--- src/rtl/mem_port_arbiter.sv ---
// mem_port_arbiter: shares one memory port between fetch (IF) and load/store (D), one access in flight.
// Optional response timeout is compiled in when MEM_ARB_TIMEOUT_EN is defined.
module mem_port_arbiter #(
   parameter int unsigned MAX_DATA_STREAK = 4,
   parameter int unsigned TIMEOUT_CYCLES  = 64
) (
   input  logic        clk,
   input  logic        rst,
   input  logic        if_req,
   input  logic [31:0] if_addr,
   output logic        if_rvalid,
   output logic [31:0] if_rdata,
   output logic        if_err,
   input  logic        d_req,
   input  logic        d_we,
   input  logic [31:0] d_addr,
   input  logic [31:0] d_wdata,
   input  logic [3:0]  d_wstrb,
   output logic        d_rvalid,
   output logic [31:0] d_rdata,
   output logic        d_err,
   output logic        mem_req,
   output logic        mem_we,
   output logic [31:0] mem_addr,
   output logic [31:0] mem_wdata,
   output logic [3:0]  mem_wstrb,
   input  logic        mem_gnt,
   input  logic        mem_rvalid,
   input  logic [31:0] mem_rdata
);
   localparam int unsigned AW  = 32;
   localparam int unsigned DW  = 32;
   localparam int unsigned SW  = 4;
   localparam int unsigned STW = 8;
   localparam int unsigned TW  = 16;
   localparam logic [STW-1:0] STREAK_MAX = STW'(MAX_DATA_STREAK);

   typedef enum logic [1:0] {ST_IDLE, ST_REQ, ST_RESP} state_e;
   typedef enum logic {OWN_IF = 1'b0, OWN_D = 1'b1} owner_e;

   state_e           state_q, state_d;
   owner_e           owner_q, owner_d;
   logic             mem_req_q, mem_req_d;
   logic             mem_we_q, mem_we_d;
   logic [AW-1:0]    mem_addr_q, mem_addr_d;
   logic [DW-1:0]    mem_wdata_q, mem_wdata_d;
   logic [SW-1:0]    mem_wstrb_q, mem_wstrb_d;
   logic [STW-1:0]   streak_q, streak_d;
   logic             rsp_ok, tmo_hit, done, d_win;

   assign rsp_ok = (state_q == ST_RESP) && mem_rvalid;
   assign done   = rsp_ok || tmo_hit;

`ifdef MEM_ARB_TIMEOUT_EN
   localparam logic [TW-1:0] TMO_LAST = TW'(TIMEOUT_CYCLES - 1);
   logic [TW-1:0] tmo_q, tmo_d;

   // A real response in the timeout cycle wins over the timeout.
   assign tmo_hit = (state_q != ST_IDLE) && (tmo_q == TMO_LAST) && !rsp_ok;
   assign tmo_d   = (state_q == ST_IDLE) ? '0 : tmo_q + TW'(1);

   always_ff @(posedge clk) begin
      if (rst) tmo_q <= '0;
      else     tmo_q <= tmo_d;
   end
`else
   logic unused_tmo_cfg;
   assign tmo_hit        = 1'b0;
   assign unused_tmo_cfg = ^TW'(TIMEOUT_CYCLES);
`endif

   // Data wins unless fetch has waited out a full streak.
   assign d_win = d_req && !(if_req && (streak_q >= STREAK_MAX));

   always_comb begin
      state_d     = state_q;
      owner_d     = owner_q;
      mem_req_d   = mem_req_q;
      mem_we_d    = mem_we_q;
      mem_addr_d  = mem_addr_q;
      mem_wdata_d = mem_wdata_q;
      mem_wstrb_d = mem_wstrb_q;
      streak_d    = streak_q;
      case (state_q)
         ST_IDLE: begin
            if (if_req || d_req) begin
               state_d   = ST_REQ;
               mem_req_d = 1'b1;
               if (d_win) begin
                  owner_d     = OWN_D;
                  mem_we_d    = d_we;
                  mem_addr_d  = d_addr;
                  mem_wdata_d = d_wdata;
                  mem_wstrb_d = d_wstrb;
                  if (if_req)
                     streak_d = (streak_q >= STREAK_MAX) ? STREAK_MAX : streak_q + STW'(1);
               end else begin
                  owner_d     = OWN_IF;
                  mem_we_d    = 1'b0;
                  mem_addr_d  = if_addr;
                  mem_wdata_d = '0;
                  mem_wstrb_d = '0;
                  streak_d    = '0;
               end
            end
         end
         ST_REQ: begin
            if (tmo_hit) begin
               state_d   = ST_IDLE;
               mem_req_d = 1'b0;
            end else if (mem_gnt) begin
               state_d   = ST_RESP;
               mem_req_d = 1'b0;
            end
         end
         ST_RESP: begin
            if (done) state_d = ST_IDLE;
         end
         default: begin
            state_d   = ST_IDLE;
            mem_req_d = 1'b0;
         end
      endcase
   end

   always_ff @(posedge clk) begin
      if (rst) begin
         state_q     <= ST_IDLE;
         owner_q     <= OWN_IF;
         mem_req_q   <= 1'b0;
         mem_we_q    <= 1'b0;
         mem_addr_q  <= '0;
         mem_wdata_q <= '0;
         mem_wstrb_q <= '0;
         streak_q    <= '0;
      end else begin
         state_q     <= state_d;
         owner_q     <= owner_d;
         mem_req_q   <= mem_req_d;
         mem_we_q    <= mem_we_d;
         mem_addr_q  <= mem_addr_d;
         mem_wdata_q <= mem_wdata_d;
         mem_wstrb_q <= mem_wstrb_d;
         streak_q    <= streak_d;
      end
   end

   assign mem_req   = mem_req_q;
   assign mem_we    = mem_we_q;
   assign mem_addr  = mem_addr_q;
   assign mem_wdata = mem_wdata_q;
   assign mem_wstrb = mem_wstrb_q;

   assign if_rvalid = done && (owner_q == OWN_IF);
   assign d_rvalid  = done && (owner_q == OWN_D);
   assign if_rdata  = (rsp_ok && (owner_q == OWN_IF)) ? mem_rdata : '0;
   assign d_rdata   = (rsp_ok && (owner_q == OWN_D)) ? mem_rdata : '0;
   assign if_err    = tmo_hit && (owner_q == OWN_IF);
   assign d_err     = tmo_hit && (owner_q == OWN_D);

endmodule

--- config.mk ---
export PLATFORM = sky130hd
export DESIGN_NAME = mem_port_arbiter
export DESIGN_NICKNAME = d
export VERILOG_FILES = /design/src/rtl/mem_port_arbiter.sv
export SDC_FILE = /design/constraint.sdc
export NUM_CORES = 1
export LEC_CHECK = 0
export ABC_CLOCK_PERIOD_IN_PS = 2230
export CAP_MARGIN = 20
export CORE_AREA = 2 2 109 111
export CTS_BUF_LIST = sky130_fd_sc_hd__clkbuf_8
export DETAILED_ROUTE_END_ITERATION = 8
export DIE_AREA = 0 0 111 113
export PLACE_DENSITY = 0.76
export REMOVE_ABC_BUFFERS = 1
export SLEW_MARGIN = 40
export SYNTH_ARGS = -nofsm -noshare
export SYNTH_HDL_FRONTEND = slang
export SYNTH_SLANG_ARGS = --single-unit
--- constraint.sdc ---
create_clock -name clk -period 2.23 [get_ports clk]
set_clock_uncertainty 0.05 [all_clocks]
set_input_delay 0.5575 -clock clk [delete_from_list [all_inputs] [get_ports clk]]
set_output_delay 0.5575 -clock clk [all_outputs]
set_load 0.02 [all_outputs]
==> out/metrics.json, run 1 <==
{
  "cts_tree": {"value": "done"},
  "grt_pass1_vias": {"value": 4088},
  "nFillCells": {"value": 994},
  "hold_viol": {"value": 0},
  "power_leakage": {"value": 2.76, "unit": "nW"},
  "i_o_pin_count": {"value": 277},
  "dpl_worst_slack": {"value": -0.628, "unit": "ns"},
  "setup_viol_count_final": {"value": 0},
  "final_core_utilization": {"value": 59.1, "unit": "%"},
  "post_cts_clock_slew_at_the_launch_and_capture_registers_of_the_worst_setup_and_hold_paths": {"value": 0.08, "unit": "ns"},
  "ctsHoldBuffers": {"value": 0},
  "cts_root_buffer": {"value": "sky130_fd_sc_hd__clkbuf_8"},
  "timing.critical_path.to_type": {"value": "output pin"},
  "gr-usage-all-layers": {"value": 21.6, "unit": "%"},
  "grt_pass1_wl": {"value": 21600, "unit": "um"},
  "grt_start_max_net_pins": {"value": 38},
  "maxCapViolCount": {"value": 0},
  "synth.ff_latch_count": {"value": 81},
  "clockBufferDepth": {"value": 2},
  "die_outline_area": {"value": 12500, "unit": "um2"},
  "start_util": {"value": 31.6, "unit": "%"},
  "grt-ovfl-total": {"value": 0},
  "worstHoldPathType": {"value": "register to register"},
  "detailedPlacementHpwl": {"value": 10800, "unit": "um"},
  "clock_sink_count": {"value": 81},
  "finalWorstSetupSlack": {"value": 0.100, "unit": "ns"},
  "fin_worst_hold_slack": {"value": 0.414, "unit": "ns"},
  "vdd.ir_drop.worst": {"value": 0.319, "unit": "mV"},
  "syn-instance-count": {"value": 409},
  "final_antenna_net_count": {"value": 0},
  "sequential_cell_area": {"value": 1620, "unit": "um2"},
  "wirelength": {"value": 14100, "unit": "um"},
  "clock_insertion_delay_worst_skew": {"value": 0.36, "unit": "ns"},
  "timing.critical_path.arrival": {"value": 1.52, "unit": "ns"},
  "timing.critical_path.from_type": {"value": "register"},
  "synthesis.area_per_instance": {"value": 8.71, "unit": "um2"},
  "area_of_combinational_cells_with_multiple_inputs": {"value": 1810, "unit": "um2"},
  "drc": {"value": 0},
  "outcome": {"value": "completed"},
  "portBuffers": {"value": 274},
  "synth_cell_area": {"value": 3560, "unit": "um2"},
  "worst-setup-path-type": {"value": "register to output pin"},
  "layout-area-overhead-vs-synth": {"value": 87.2, "unit": "%"},
  "placed_cell_area": {"value": 6550, "unit": "um2"},
  "vias_per_cell": {"value": 4.84},
  "die_ht": {"value": 113, "unit": "um"},
  "avgRoutedWirePerCell": {"value": 17.0, "unit": "um"},
  "yosys_warnings": {"value": 0},
  "row_count": {"value": 39},
  "mostFrequentLayoutCells": {"value": "sky130_fd_sc_hd__clkdlybuf4s50_1 (207), sky130_fd_sc_hd__dfxtp_1 (80), sky130_fd_sc_hd__and2_1 (53)"},
  "synth_sequential_area_ratio": {"value": 45.5, "unit": "%"},
  "htree_num_levels": {"value": 3},
  "fp.coreArea": {"value": 11300, "unit": "um2"},
  "drive_above_1_share": {"value": 18.4, "unit": "%"},
  "required_arrival_time_at_the_worst_endpoint": {"value": 1.62, "unit": "ns"},
  "routabilityCongestion": {"value": 0.832},
  "p_total": {"value": 3.98, "unit": "mW"},
  "die_width": {"value": 111, "unit": "um"},
  "via_count": {"value": 4004},
  "final_critical_path_time_including_i_o_delays_and_setup": {"value": 2.13, "unit": "ns"},
  "cts_buffers": {"value": 9},
  "slew_viol_final": {"value": 0},
  "max_freq": {"value": 0.470, "unit": "GHz"},
  "pwr_density_cell": {"value": 597, "unit": "nW/um2"},
  "synth.lib_cells_used.distinct": {"value": 40},
  "crit_fanout": {"value": 16},
  "drt_pre_antenna_iters": {"value": 4},
  "design.final.nets": {"value": 820},
  "antenna_violations_before_repair": {"value": 2},
  "detail_route.iter0.violations": {"value": 185},
  "final.period_utilization": {"value": 95.5, "unit": "%"},
  "finish.instance_area": {"value": 6670, "unit": "um2"},
  "layout.cells.most_common": {"value": "sky130_fd_sc_hd__clkdlybuf4s50_1"}
}
## area by class of cell
type	instances	area share (%)
Tap cell	143	2.68
Sequential cell	81	24.3
Antenna cell	2	0.0751
Inverter	4	0.225
Clock inverter	6	1.37
Timing Repair Buffer	294	42.3
Clock buffer	9	1.86
Multi-Input combinational cell	289	27.1
## registers in the layout, summed over array words and instances, names as in the netlist
register	cells
mem_we	1
mem_req	1
mem_addr	32
streak_q	8
state_q	2
mem_wdata	32
mem_wstrb	4
owner_q	1
## worst max-delay path, cell delays in order (launching register included)
cell	delay, ns
sky130_fd_sc_hd__dfxtp_2	0.33
sky130_fd_sc_hd__nor2b_4	0.16
sky130_fd_sc_hd__and3_4	0.23
sky130_fd_sc_hd__clkbuf_16	0.17
sky130_fd_sc_hd__and2_1	0.12
sky130_fd_sc_hd__buf_2	0.16
## metal layers
| layer | share of wire (%) | up-vias | track usage, % |
|---|---|---|---|
| met5 | 0 | - | 0 |
| met4 | 4.7 | 0 | 12.2 |
| met3 | 6.3 | 41 | 5.84 |
| met2 | 51 | 172 | 38.9 |
| met1 | 38 | 1846 | 22.8 |
| li1 | - | 1945 | - |
## power by group
part / switching (mW) / leakage [nW] / total [mW] / internal [mW]
clock: 0.556 / 0.110 / 1.19 / 0.630
combinational: 0.526 / 1.99 / 1.14 / 0.614
sequential: 0.0731 / 0.668 / 1.65 / 1.58
total: 1.15 / 2.76 / 3.98 / 2.82
## what timing repair did
action	4_1_cts	5_1_grt
buffers inserted	1	0
pin swaps	1	1
cloned	1	1
setup endpoints to repair	66	31
gates resized for setup	285	44
## logic make-up (layout without fill, tap and decap cells)
| kind of cell | count (synthesis) | count (layout) | synth area share (%) |
|---|---|---|---|
| adders and majority gates | 2 | 2 | 0.703 |
| xor gates and xnor gates | 3 | 3 | 0.738 |
| AOI/OAI and AO/OA | 116 | 116 | 23.0 |
| DFF | 81 | 81 | 45.5 |
| buffers and inverters | 40 | 313 | 5.41 |
| and+or+nand+nor | 166 | 166 | 24.5 |
| other | 1 | 4 | 0.105 |
## cell usage after synthesis (all sizes together)
master / n / area [um2]
xor2: 1 / 8.76
nor3b: 2 / 20.0
ha: 2 / 25.0
and2: 64 / 400
a31oi: 1 / 6.26
nand2: 40 / 150
a22oi: 1 / 7.51
a22o: 37 / 324
or4b: 1 / 10.0
and3: 1 / 6.26
o21ai: 2 / 10.0
dfxtp: 81 / 1620
nor2b: 2 / 12.5
a21oi: 39 / 199
or3b: 1 / 8.76
nor4: 3 / 55.1
nor3: 2 / 10.0
a211oi: 32 / 240
a2111oi: 1 / 8.76
conb: 1 / 3.75
o21a: 1 / 7.51
inv: 4 / 15.0
xnor2: 2 / 17.5
nand3: 1 / 5.00
or3: 1 / 6.26
buf: 12 / 87.6
a41oi: 1 / 8.76
nand4: 1 / 6.26
nor2: 46 / 175
or2: 1 / 6.26
clkbuf: 24 / 90.1
a21o: 1 / 7.51
## through the flow
step | std cells | TNS (ns)
after floorplan | 374 | -26.31
after global placement | 809 | -37.31
after detailed placement | 809 | -38.29
after CTS | 826 | 0
after global routing | 828 | -0.00963
final | 828 | 0
## path summary, 6_finish.rpt
path / start / end / slack (ns) / cells after the start
setup / recovery: state_q[1] / d_rdata[2] / 0.10 / 5
hold / removal: mem_req / mem_req / 0.41 / 2
setup reg to reg: state_q[0] / streak_q[5] / 0.52 / 5
hold reg to reg: mem_req / mem_req / 0.41 / 2
Note: power is estimated with default switching activity, not from simulation.
==> inputs of run 2 (changes only) <==
--- a/config.mk
+++ b/config.mk
@@ -13,6 +13,7 @@
 export DIE_AREA = 0 0 111 113
 export PLACE_DENSITY = 0.76
 export REMOVE_ABC_BUFFERS = 1
+export SETUP_SLACK_MARGIN = 0.4
 export SLEW_MARGIN = 40
 export SYNTH_ARGS = -nofsm -noshare
 export SYNTH_HDL_FRONTEND = slang
==> out/metrics.json, run 2 (synthesis gave the netlist of run 1 again) <==
{
  "outcome": {"value": "completed"},
  "finish.instance_area": {"value": 7260, "unit": "um2", "change": "+9.0%"},
  "die_width": {"value": 111, "unit": "um", "change": "unchanged"},
  "final_core_utilization": {"value": 64.4, "unit": "%", "change": "+5.3 points"},
  "layout.cells.most_common": {"value": "sky130_fd_sc_hd__clkdlybuf4s50_1"},
  "crit_fanout": {"value": 16, "change": "unchanged"},
  "worstHoldPathType": {"value": "register to register"},
  "final_antenna_net_count": {"value": 0, "change": "unchanged"},
  "row_count": {"value": 39, "change": "unchanged"},
  "pwr_density_cell": {"value": 546, "unit": "nW/um2", "change": "-8.5%"},
  "fin_worst_hold_slack": {"value": 0.414, "unit": "ns", "change": "-0.000651 ns"},
  "detail_route.iter0.violations": {"value": 175, "change": "-5.4%"},
  "max_freq": {"value": 0.453, "unit": "GHz", "change": "-3.5%"},
  "nFillCells": {"value": 903, "change": "-9.2%"},
  "worst-setup-path-type": {"value": "register to output pin"},
  "i_o_pin_count": {"value": 277, "change": "unchanged"},
  "via_count": {"value": 4159, "change": "+3.9%"},
  "cts_buffers": {"value": 9, "change": "unchanged"},
  "post_cts_clock_slew_at_the_launch_and_capture_registers_of_the_worst_setup_and_hold_paths": {"value": 0.08, "unit": "ns", "change": "about the same"},
  "finalWorstSetupSlack": {"value": 0.0232, "unit": "ns", "change": "-0.0769 ns"},
  "routabilityCongestion": {"value": 0.832, "change": "unchanged"},
  "cts_tree": {"value": "done"},
  "timing.critical_path.from_type": {"value": "register"},
  "hold-path-endpoint": {"value": "mem_req"},
  "final.period_utilization": {"value": 99.0, "unit": "%", "change": "+3.4 points"},
  "mostFrequentLayoutCells": {"value": "sky130_fd_sc_hd__clkdlybuf4s50_1 (134), sky130_fd_sc_hd__dfxtp_1 (78), sky130_fd_sc_hd__dlygate4sd2_1 (73)"},
  "hold_viol": {"value": 0, "change": "unchanged"},
  "rr_endpoint": {"value": "mem_wstrb[0]"},
  "setup_viol_count_final": {"value": 0, "change": "unchanged"},
  "slew_viol_final": {"value": 0, "change": "unchanged"},
  "clockBufferDepth": {"value": 2, "change": "unchanged"},
  "grt_pass1_vias": {"value": 4201, "change": "+2.8%"},
  "detailedPlacementHpwl": {"value": 10800, "unit": "um", "change": "unchanged"},
  "rsz0062_at_grt": {"value": "true"},
  "place_inst": {"value": 809, "change": "unchanged"},
  "grt_start_max_net_pins": {"value": 38, "change": "unchanged"},
  "cts_root_buffer": {"value": "sky130_fd_sc_hd__clkbuf_8"},
  "die_outline_area": {"value": 12500, "unit": "um2", "change": "unchanged"},
  "ff2ff_setup_slack": {"value": 0.47, "unit": "ns", "change": "-0.05 ns"},
  "vias_per_cell": {"value": 4.90, "change": "+1.3%"},
  "timing.critical_path.to_type": {"value": "output pin"},
  "dpl_worst_slack": {"value": -0.628, "unit": "ns", "change": "unchanged"},
  "die_ht": {"value": 113, "unit": "um", "change": "unchanged"},
  "timing.critical_path.arrival": {"value": 1.60, "unit": "ns", "change": "+0.08 ns"},
  "fp.coreArea": {"value": 11300, "unit": "um2", "change": "unchanged"},
  "count_of_non_filler_cells_in_the_finished_layout": {"value": 849, "change": "+2.5%"},
  "placed_cell_area": {"value": 6550, "unit": "um2", "change": "unchanged"},
  "r2r_cells": {"value": 8, "change": "+3"},
  "drt_pre_antenna_iters": {"value": 4, "change": "unchanged"},
  "design.final.nets": {"value": 838, "change": "+2.2%"},
  "hold_path.startpoint": {"value": "mem_req"},
  "avgRoutedWirePerCell": {"value": 18.2, "unit": "um", "change": "+7.1%"},
  "clock_insertion_delay_worst_skew": {"value": 0.36, "unit": "ns", "change": "about the same"},
  "antenna_violations_before_repair": {"value": 5, "change": "+3"},
  "grt-ovfl-total": {"value": 0, "change": "unchanged"},
  "final_critical_path_time_including_i_o_delays_and_setup": {"value": 2.21, "unit": "ns", "change": "+0.0769 ns"},
  "clock_sink_count": {"value": 81, "change": "unchanged"},
  "regToRegStartpoint": {"value": "streak_q[2]"},
  "required_arrival_time_at_the_worst_endpoint": {"value": 1.62, "unit": "ns", "change": "about the same"},
  "gr-usage-all-layers": {"value": 22.6, "unit": "%", "change": "+1.0 points"},
  "cp-startpoint": {"value": "state_q[1]"},
  "start_util": {"value": 31.6, "unit": "%", "change": "unchanged"},
  "vdd.ir_drop.worst": {"value": 0.322, "unit": "mV", "change": "+1.0%"},
  "wirelength": {"value": 15500, "unit": "um", "change": "+9.8%"},
  "grt_pass1_wl": {"value": 22500, "unit": "um", "change": "+4.2%"},
  "portBuffers": {"value": 274, "change": "unchanged"},
  "htree_num_levels": {"value": 3, "change": "unchanged"},
  "power_leakage": {"value": 3.27, "unit": "nW", "change": "+18%"},
  "ctsHoldBuffers": {"value": 0, "change": "unchanged"},
  "drc": {"value": 0, "change": "unchanged"},
  "hold_path_depth": {"value": 2, "change": "unchanged"},
  "maxCapViolCount": {"value": 0, "change": "unchanged"},
  "layout-area-overhead-vs-synth": {"value": 104, "unit": "%"},
  "drive_above_1_share": {"value": 28.0, "unit": "%", "change": "+9.5 points"}
}
[run 2: worst max-delay path by stage]
stage                   endpoint  slack [ns]
finish              if_rdata[12]        0.02
global route        if_rdata[14]       -0.08
CTS                 if_rdata[20]        0.01
detailed placement  if_rdata[18]       -0.63
global placement     if_rdata[5]       -0.60
floorplan           mem_wdata[0]       -0.41
[run 2: where the power goes]
part | internal (mW) | leakage (nW) | switching (mW)
combinational | 0.575 | 2.49 | 0.550
sequential | 1.58 | 0.669 | 0.0687
clock | 0.630 | 0.110 | 0.564
total | 2.78 | 3.27 | 1.18
[run 2: critical path, cell delays in order, from the launching register on]
cell and delay (ns):
sky130_fd_sc_hd__dfxtp_2 0.33, sky130_fd_sc_hd__nor2b_4 0.16, sky130_fd_sc_hd__nand2_2 0.08, sky130_fd_sc_hd__nor2_4 0.14
sky130_fd_sc_hd__buf_6 0.13, sky130_fd_sc_hd__buf_16 0.13, sky130_fd_sc_hd__and2_4 0.15, sky130_fd_sc_hd__buf_6 0.11
[run 2: timing repair]
item / in CTS / in global routing
pin swaps: 4 / 25
gates resized for setup: 428 / 123
cloned: 5 / 2
buffers inserted: 9 / 4
setup endpoints to repair: 153 / 110
[run 2: per-stage QoR]
step | setup TNS, ns | power [mW]
2_1_floorplan | -26.31 | 2.13
3_3_place_gp | -37.31 | 2.80
3_5_place_dp | -38.29 | 2.82
4_1_cts | 0 | 3.98
5_1_grt | -2.26 | 4.14
6_report | 0 | 3.96
[run 2: layout make-up]
class	count	area (um2)	share of cell area, %
well taps	143	179	2.46
repair buffers	312	3270	45.0
multi-input cells	289	1950	26.8
clock buffers	9	124	1.71
clock inverters	6	91.3	1.26
diodes	5	12.5	0.172
flip-flops and latches	81	1630	22.4
inverters	4	15.0	0.207
[run 2: per-layer routing]
metal	vias to the layer above	part of all wire, %	track usage, %
met5	-	0	0
met4	0	4.5	13.7
met3	39	5.2	5.46
met2	178	52	41.2
met1	1953	38	23.5
li1	1989	-	-
